File: config.mk
export PLATFORM = sky130hd
export DESIGN_NAME = uart_tx_scheduler
export DESIGN_NICKNAME = d
export VERILOG_FILES = /design/src/rtl/uart_tx_scheduler.sv
export SDC_FILE = /design/constraint.sdc
export NUM_CORES = 1
export LEC_CHECK = 0
export CORE_MARGIN = 8
export CORE_UTILIZATION = 55
export CTS_CLUSTER_SIZE = 25
export DETAILED_ROUTE_END_ITERATION = 8
export PLACE_DENSITY = 0.78
export SKIP_LAST_GASP = 1
export SLEW_MARGIN = 0
export SYNTH_ARGS = -nofsm -noshare
export SYNTH_HDL_FRONTEND = slang
export SYNTH_SLANG_ARGS = --single-unit
File: constraint.sdc
create_clock -name clk -period 3 [get_ports clk]
set_input_delay 0.3 -clock clk [delete_from_list [all_inputs] [get_ports clk]]
set_output_delay 0.3 -clock clk [all_outputs]
set_load 0.01 [all_outputs]
File: src/rtl/uart_tx_scheduler.sv
// uart_tx_scheduler: byte FIFO in front of a UART transmitter core.
// The CPU pushes bytes with wr_en. The scheduler pops the head byte whenever
// the core is idle. It issues a one-cycle tx_start, waits for the core to
// raise tx_busy, and then waits for tx_busy to fall before the next byte.
// A missing acknowledge is reported through the sticky tx_err flag.
// A write into a full FIFO is reported through the sticky overflow flag.
module uart_tx_scheduler #(
  parameter int DEPTH       = 8,
  parameter int ACK_TIMEOUT = 16
) (
  input  logic                     clk,
  input  logic                     reset,
  input  logic                     wr_en,
  input  logic [7:0]               wr_data,
  input  logic                     clr_err,
  input  logic                     tx_busy,
  output logic                     tx_start,
  output logic [7:0]               tx_data,
  output logic [$clog2(DEPTH):0]   fifo_count,
  output logic                     fifo_full,
  output logic                     fifo_empty,
  output logic                     overflow,
  output logic                     tx_err,
  output logic                     sched_busy
);

  localparam int AW = $clog2(DEPTH);
  localparam int CW = AW + 1;
  localparam int TW = $clog2(ACK_TIMEOUT + 1);
  localparam logic [CW-1:0] DEPTH_C      = CW'(DEPTH);
  localparam logic [TW-1:0] TIMEOUT_LAST = TW'(ACK_TIMEOUT - 1);

  typedef enum logic [1:0] {
    IDLE      = 2'd0,
    START     = 2'd1,
    WAIT_ACK  = 2'd2,
    WAIT_DONE = 2'd3
  } state_t;

  state_t          state_q;
  logic [7:0]      mem_q [DEPTH];
  logic [AW-1:0]   wr_ptr_q, wr_ptr_d;
  logic [AW-1:0]   rd_ptr_q, rd_ptr_d;
  logic [CW-1:0]   count_q, count_d;
  logic            overflow_q, overflow_d;
  logic [TW-1:0]   timer_q;
  logic            tx_start_q;
  logic            tx_err_q;
  logic [7:0]      tx_data_q;
  logic            pop;
  logic            push;
  logic            drop;

  // Push/pop decode and next FIFO bookkeeping. The pointers are AW bits
  // wide, so they wrap modulo DEPTH on their own. A full FIFO still accepts
  // a write in the same cycle that the scheduler pops it.
  always_comb begin
    pop        = (state_q == IDLE) && (count_q != '0) && !tx_busy;
    push       = wr_en && ((count_q != DEPTH_C) || pop);
    drop       = wr_en && !push;
    wr_ptr_d   = push ? wr_ptr_q + AW'(1) : wr_ptr_q;
    rd_ptr_d   = pop  ? rd_ptr_q + AW'(1) : rd_ptr_q;
    count_d    = count_q;
    if (push && !pop) begin
      count_d = count_q + CW'(1);
    end else if (pop && !push) begin
      count_d = count_q - CW'(1);
    end
    // A dropped write outranks a coincident clear.
    overflow_d = drop ? 1'b1 : (clr_err ? 1'b0 : overflow_q);
  end

  // Byte storage. No reset: the contents are only meaningful between the pointers.
  always_ff @(posedge clk) begin
    if (push && !reset) begin
      mem_q[wr_ptr_q] <= wr_data;
    end
  end

  // FIFO pointers, occupancy and the overflow flag.
  always_ff @(posedge clk) begin
    if (reset) begin
      wr_ptr_q   <= '0;
      rd_ptr_q   <= '0;
      count_q    <= '0;
      overflow_q <= 1'b0;
    end else begin
      wr_ptr_q   <= wr_ptr_d;
      rd_ptr_q   <= rd_ptr_d;
      count_q    <= count_d;
      overflow_q <= overflow_d;
    end
  end

  // Transmit sequencer, with registered tx_start, tx_data and tx_err.
  always_ff @(posedge clk) begin
    if (reset) begin
      state_q    <= IDLE;
      tx_start_q <= 1'b0;
      tx_data_q  <= 8'h00;
      timer_q    <= '0;
      tx_err_q   <= 1'b0;
    end else begin
      tx_start_q <= 1'b0;
      // The clear comes first, so a timeout later in this block wins.
      if (clr_err) begin
        tx_err_q <= 1'b0;
      end
      case (state_q)
        IDLE: begin
          if (pop) begin
            tx_data_q  <= mem_q[rd_ptr_q];
            tx_start_q <= 1'b1;
            state_q    <= START;
          end
        end
        START: begin
          timer_q <= '0;
          state_q <= WAIT_ACK;
        end
        WAIT_ACK: begin
          if (tx_busy) begin
            state_q <= WAIT_DONE;
          end else if (timer_q == TIMEOUT_LAST) begin
            // No acknowledge arrived. Drop this byte and go serve the next one.
            tx_err_q <= 1'b1;
            state_q  <= IDLE;
          end else begin
            timer_q <= timer_q + TW'(1);
          end
        end
        WAIT_DONE: begin
          if (!tx_busy) begin
            state_q <= IDLE;
          end
        end
        default: state_q <= IDLE;
      endcase
    end
  end

  assign tx_start   = tx_start_q;
  assign tx_data    = tx_data_q;
  assign fifo_count = count_q;
  assign fifo_full  = (count_q == DEPTH_C);
  assign fifo_empty = (count_q == '0);
  assign overflow   = overflow_q;
  assign tx_err     = tx_err_q;
  assign sched_busy = (state_q != IDLE) || (count_q != '0);

endmodule

-- Word level (Yosys, flattened, before mapping)
Memory sizes are Yosys's and may differ from the RTL's. A register that Yosys moved wholly into a read port is not among the register bits.
Index checks and enable logic that the tools add are counted.
- memories kept: 1
- logic and storage cells: 69
- register bits after elaboration: 20
- memory bits (writable): 64
- output and inout bits: 18
- input port bits: 13
- $add $sub $neg: 5
- multiplexer cells: 19
- reductions and logical operators: 24
- bitwise logic cells: 1
- equal/unequal tests: 11
- memories (memory ; words ; bits a word ; rd ports ; clocked after memory_dff ; write ports ; RTL line ; text):
    mem_q ; 8 ; 8 ; 1 ; 1 ; 1 ; 41 ; logic [7:0] mem_q [DEPTH];
- operators by type and width (kind ; number):
    2-to-1 mux 5 bit ; 2
    one-hot mux 5 bit (2 select lines) ; 1
    2-to-1 mux 1 bit ; 9
    2-to-1 mux 2 bit ; 4
    2-to-1 mux 4 bit ; 2
    inequality test 2 bit (second input constant) ; 4
    one-hot mux 2 bit (4 select lines) ; 1
    nonzero test 2 bit ; 4
    logical AND 1 bit ; 7
    adder 3 x 1 -> 3 bit (second input constant) ; 2
    AND reduction 3 bit ; 2
    adder 5 x 1 -> 5 bit (second input constant) ; 1
    == test 5 x 4 -> 1 bit (second input constant) ; 1
    adder 4 x 1 -> 4 bit (second input constant) ; 1
    == test 2 bit (second input constant) ; 2
    == test 4 bit (second input constant) ; 1
    zero test 1 bit ; 4
    zero test 4 bit ; 1
    inequality test 4 bit (second input constant) ; 1
    nonzero test 4 bit ; 1
    subtractor 4 x 1 -> 4 bit (second input constant) ; 1
    inequality test 3 bit (second input constant) ; 1
    == test 2 x 1 -> 1 bit (second input constant) ; 1
    zero test 2 bit ; 1
    4 further kinds ; 5

-- Logic depth before layout (Yosys ltp)
- depth after elaboration: 9
- mapped depth: 10
- depth with buffers taken out: 10

-- Worst setup path after synthesis
No wires, ideal clock.
- path kind: register -> register
- from: register count_q[0], in the netlist fifo_count[0]
- to: register count_q[3], in the netlist fifo_count[3]
- cell stages (with the launch flop): 11
- setup slack: 316 ps
- clock period less this slack: 2684 ps
- data arrival time: 2564 ps
- cell sequence: dfxtp_1 -> or4b_4 -> o21ai_4 -> inv_4 -> ha_1 -> inv_1 -> ha_1 -> a21oi_1 -> a211oi_1 -> a31oi_1 -> mux2_2
- longest elaborated chain between the ends: 8
- elaborated cells on any way between the ends: 15
- classes of those cells: 2 x add/sub; 1 x eq/ne; 2 x mux; 10 x reduce/logical
- RTL lines (what ; RTL line ; text):
    from (decl) ; 44 ; logic [CW-1:0] count_q, count_d;
    from (signal assigned) ; 90 ; count_q <= count_d;
    parallel branches: the longest is 8 deep, another holds subtractor 4 x 1 -> 4 bit ; n/a ;
Several ways; the timed one is not identified. The select of a mux whose other input is x is not followed.
A chain may end at the register's enable or synchronous reset.

-- Worst setup path after layout
Same ends and word-level chain as after synthesis.

==> metrics.txt <==
Sw Share=between 30% and 40%; root buf cell=clkbuf_8; Cell Area, Synth=~3700 um2; total die area=slightly below 10,000 um2; PwrDens=around 830 nW/um2; Placed Area=around 4200 um2; fill cell count=500; final hold vios=0; Setup TNS=0 ns; reg2reg end=fifo_count[3]$_SDFFE_PP0P_; Slew headroom=a little over two fifths; largest net degree at the start of global routing=19; io pins=31; Switch Pwr=1.11 mW; critical path fanouts, max=6; min Tclk post-route=2.84 ns; reg-to-reg startpoint=fifo_count[0]$_SDFFE_PP0P_; Synthesis Warnings=0; DR pass1 iterations=4; gpl congestion=between 0.8 and 0.9; share of cells above drive strength 1=about a fifth; R2R Setup Slk=~0.16 ns; Most common cell on crit path=ha_1; Chip Height=a little under 100 um; final slew viol count=0; number of nets with antenna violations after routing=0; Final Setup Violations=0; via/cell ratio=roughly 5.7; commonest non-fill, non-tap cell in the layout=edfxtp_1; Buffers on Ports=30; worst path required time=3.26 ns; Final Cell Area=around 4400 um2; initial antenna violation count=0; EDFF count, synth=64; CTS Buf Count=9; WL final=6970 um; synthesized area per cell=~15 um2; Bufs on Longest Clock Path=2; final worst path period share=a little over nine tenths; Clock Sinks=92; Critical Path Sink=fifo_count[3]$_SDFFE_PP0P_; Gate power share=about a third; post-synth net total=265; Multi-input gate area=around 1100 um2; crit-path cells=or4b_4 > o21ai_4 > inv_4 > ha_1 > inv_1 > ha_1 > a21oi_1 > a211oi_1 > a31oi_1 > mux2_2; Die X=98.2 um; core footprint=between 6000 and 7000 um2; Pint=2.49 mW; status=complete, no violations; Unique masters post-synth=48; max_cap viols=0; Leak=1.48 nW; Synth Instances=244; fmax=between 300 and 400 MHz; gr ovfl total=0; clock transition at the registers of the reported paths=~0.090 ns; residual DRC count=0; crit path launch type=flop; Nets=312; n_diodes=0; Post-DP HPWL=around 4500 um; CP startpoint=fifo_count[0]$_SDFFE_PP0P_; CP peak stage delay=about 0.6 ns; area grow syn2layout=17.2%; WL/cell=18.5 um; FFs w/ async S/R, synth=0%; register area share after synthesis=about two thirds; CTS tree=done; Setup CP Type=reg -> reg; H-tree depth=3; register area=approximately 2500 um2; Post-Route Skew=0.0110 ns; first-pass GRT wire length=roughly 11,000 um; initial core utilization=about 56%; Clk Latency, worst-skew pair=0.36 ns; main flop type after synthesis=edfxtp_1; worst reg-to-reg path cell count=10; most frequent cells in the layout=edfxtp_1 (64), nor2_1 (32), clkdlybuf4s50_1 (30); Arrival @ worst endpoint=slightly above 3 ns; Hold Path Class=reg -> reg; GR Util All Layers=roughly 15%; Peak VDD IR=~0.44 mV; num rows=30; sequential power share=44.7%; total number of vias=2,142; worst-margin pin slew=0.861 ns; number of global-route vias before repair=roughly 2,200; slowest CP cell=or4b_4; Critical Path End Type=flop; DR iter-0 viols=approximately 120; RSZ-0062 raised after global routing=false; post-CTS sizing=0; register bit total from synthesis=92; clock share of power=about 23%
==> Yosys cell counts, drive strengths merged, types with 2 or more instances <==
master	count	area share, %
o21ai	2	0.57
nor3	15	2.5
nor2	32	3.2
xor2	4	0.94
buf	5	1.0
clkbuf	4	0.71
dfxtp	28	15
ha	7	2.4
or4b	2	0.64
mux4	16	9.7
edfxtp	64	52
o22ai	8	1.3
nand3	6	1.1
xnor2	4	1.3
nor2b	2	0.34
a21oi	8	1.1
nand2b	2	0.34
a31oi	2	0.34
nand2	10	1.1
or3	2	0.34
inv	8	0.88
==> worst min path at each step <==
| stage | start | cells after the start | end |
|---|---|---|---|
| 2_1_floorplan | wr_data[0] | 0 | mem_q[0][0]$_DFFE_PP_ |
| 3_3_place_gp | tx_err$_SDFF_PP0_ | 2 | tx_err$_SDFF_PP0_ |
| 6_report | tx_data[0]$_SDFFE_PP0P_ | 2 | tx_data[0]$_SDFFE_PP0P_ |
| 5_1_grt | tx_data[0]$_SDFFE_PP0P_ | 2 | tx_data[0]$_SDFFE_PP0P_ |
| 4_1_cts | tx_data[0]$_SDFFE_PP0P_ | 2 | tx_data[0]$_SDFFE_PP0P_ |
| 3_5_place_dp | tx_data[0]$_SDFFE_PP0P_ | 2 | tx_data[0]$_SDFFE_PP0P_ |
==> sequential cells by signal, indices dropped and copies added, names as in the netlist <==
name	cells
fifo_count	4
mem_q	64
overflow	1
rd_ptr_q	3
state_q	2
timer_q	5
tx_data	8
tx_err	1
tx_start	1
wr_ptr_q	3
==> stage by stage <==
stage / setup WS, ns / utilization, % / std cells / hold WS (ns) / total power [mW]
floorplan: 0.316 / - / 244 / 0.399 / 2.42
CTS: 0.156 / 65.1 / 375 / 0.500 / 3.63
finish: 0.163 / 65.2 / 376 / 0.500 / 3.60
global placement: 0.252 / 62.2 / 359 / 0.460 / 2.80
global route: 0.0233 / 65.2 / 376 / 0.522 / 3.80
detailed placement: 0.186 / 62.2 / 359 / 0.487 / 2.83
==> metal layers <==
layer | part of all wire (%) | up-vias | GRT usage (%)
met2 | 49 | 48 | 25.5
met5 | 0 | - | 0
met1 | 44 | 1068 | 18.7
met4 | 1.8 | 0 | 7.32
li1 | - | 1015 | -
met3 | 5.5 | 11 | 3.77
==> critical path, delay by kind of cell, from the launching register on <==
family / cells / cell delay, ns
mux: 1 / 0.34
simple gates: 1 / 0.61
buf+inv: 2 / 0.20
fa+ha+maj: 2 / 0.48
compound gates: 4 / 0.70
flops: 1 / 0.39
==> repair_timing <==
| item | in CTS | in global routing |
|---|---|---|
| hold buffers | 0 | 0 |
| setup buffers | 0 | 1 |
| setup endpoints to repair | 0 | 1 |
==> power by group through the flow <==
| stage | Sequential (mW) | Clock [mW] | Combinational [mW] |
|---|---|---|---|
| 3_3_place_gp | 1.63 | 0 | 1.17 |
| 6_report | 1.61 | 0.810 | 1.18 |
| 5_1_grt | 1.63 | 0.868 | 1.30 |
| 4_1_cts | 1.61 | 0.827 | 1.20 |
| 3_5_place_dp | 1.64 | 0 | 1.19 |
| 2_1_floorplan | 1.63 | 0 | 0.786 |
==> layout make-up <==
type	instances	share of cell area, %
clock inverter	6	1.46
inverter	8	0.747
multi-input combinational	135	26.1
timing repair buffer	45	9.48
tap	80	2.30
sequential	92	57.0
clock buffer	10	2.93
==> cells by family (layout without fill, tap and decap cells) <==
logic type	Yosys count	in the layout	share of synthesized area, %
flip-flops	92	92	66.8
AND/OR/NAND/NOR	77	77	11.0
AO/OA/AOI/OAI	24	24	4.17
multiplexers	18	18	10.3
buffers and inverters	17	69	2.63
adder cells (fa/ha/maj)	8	8	2.89
XOR/XNOR	8	8	2.29
(Power assumes the default switching activity.)
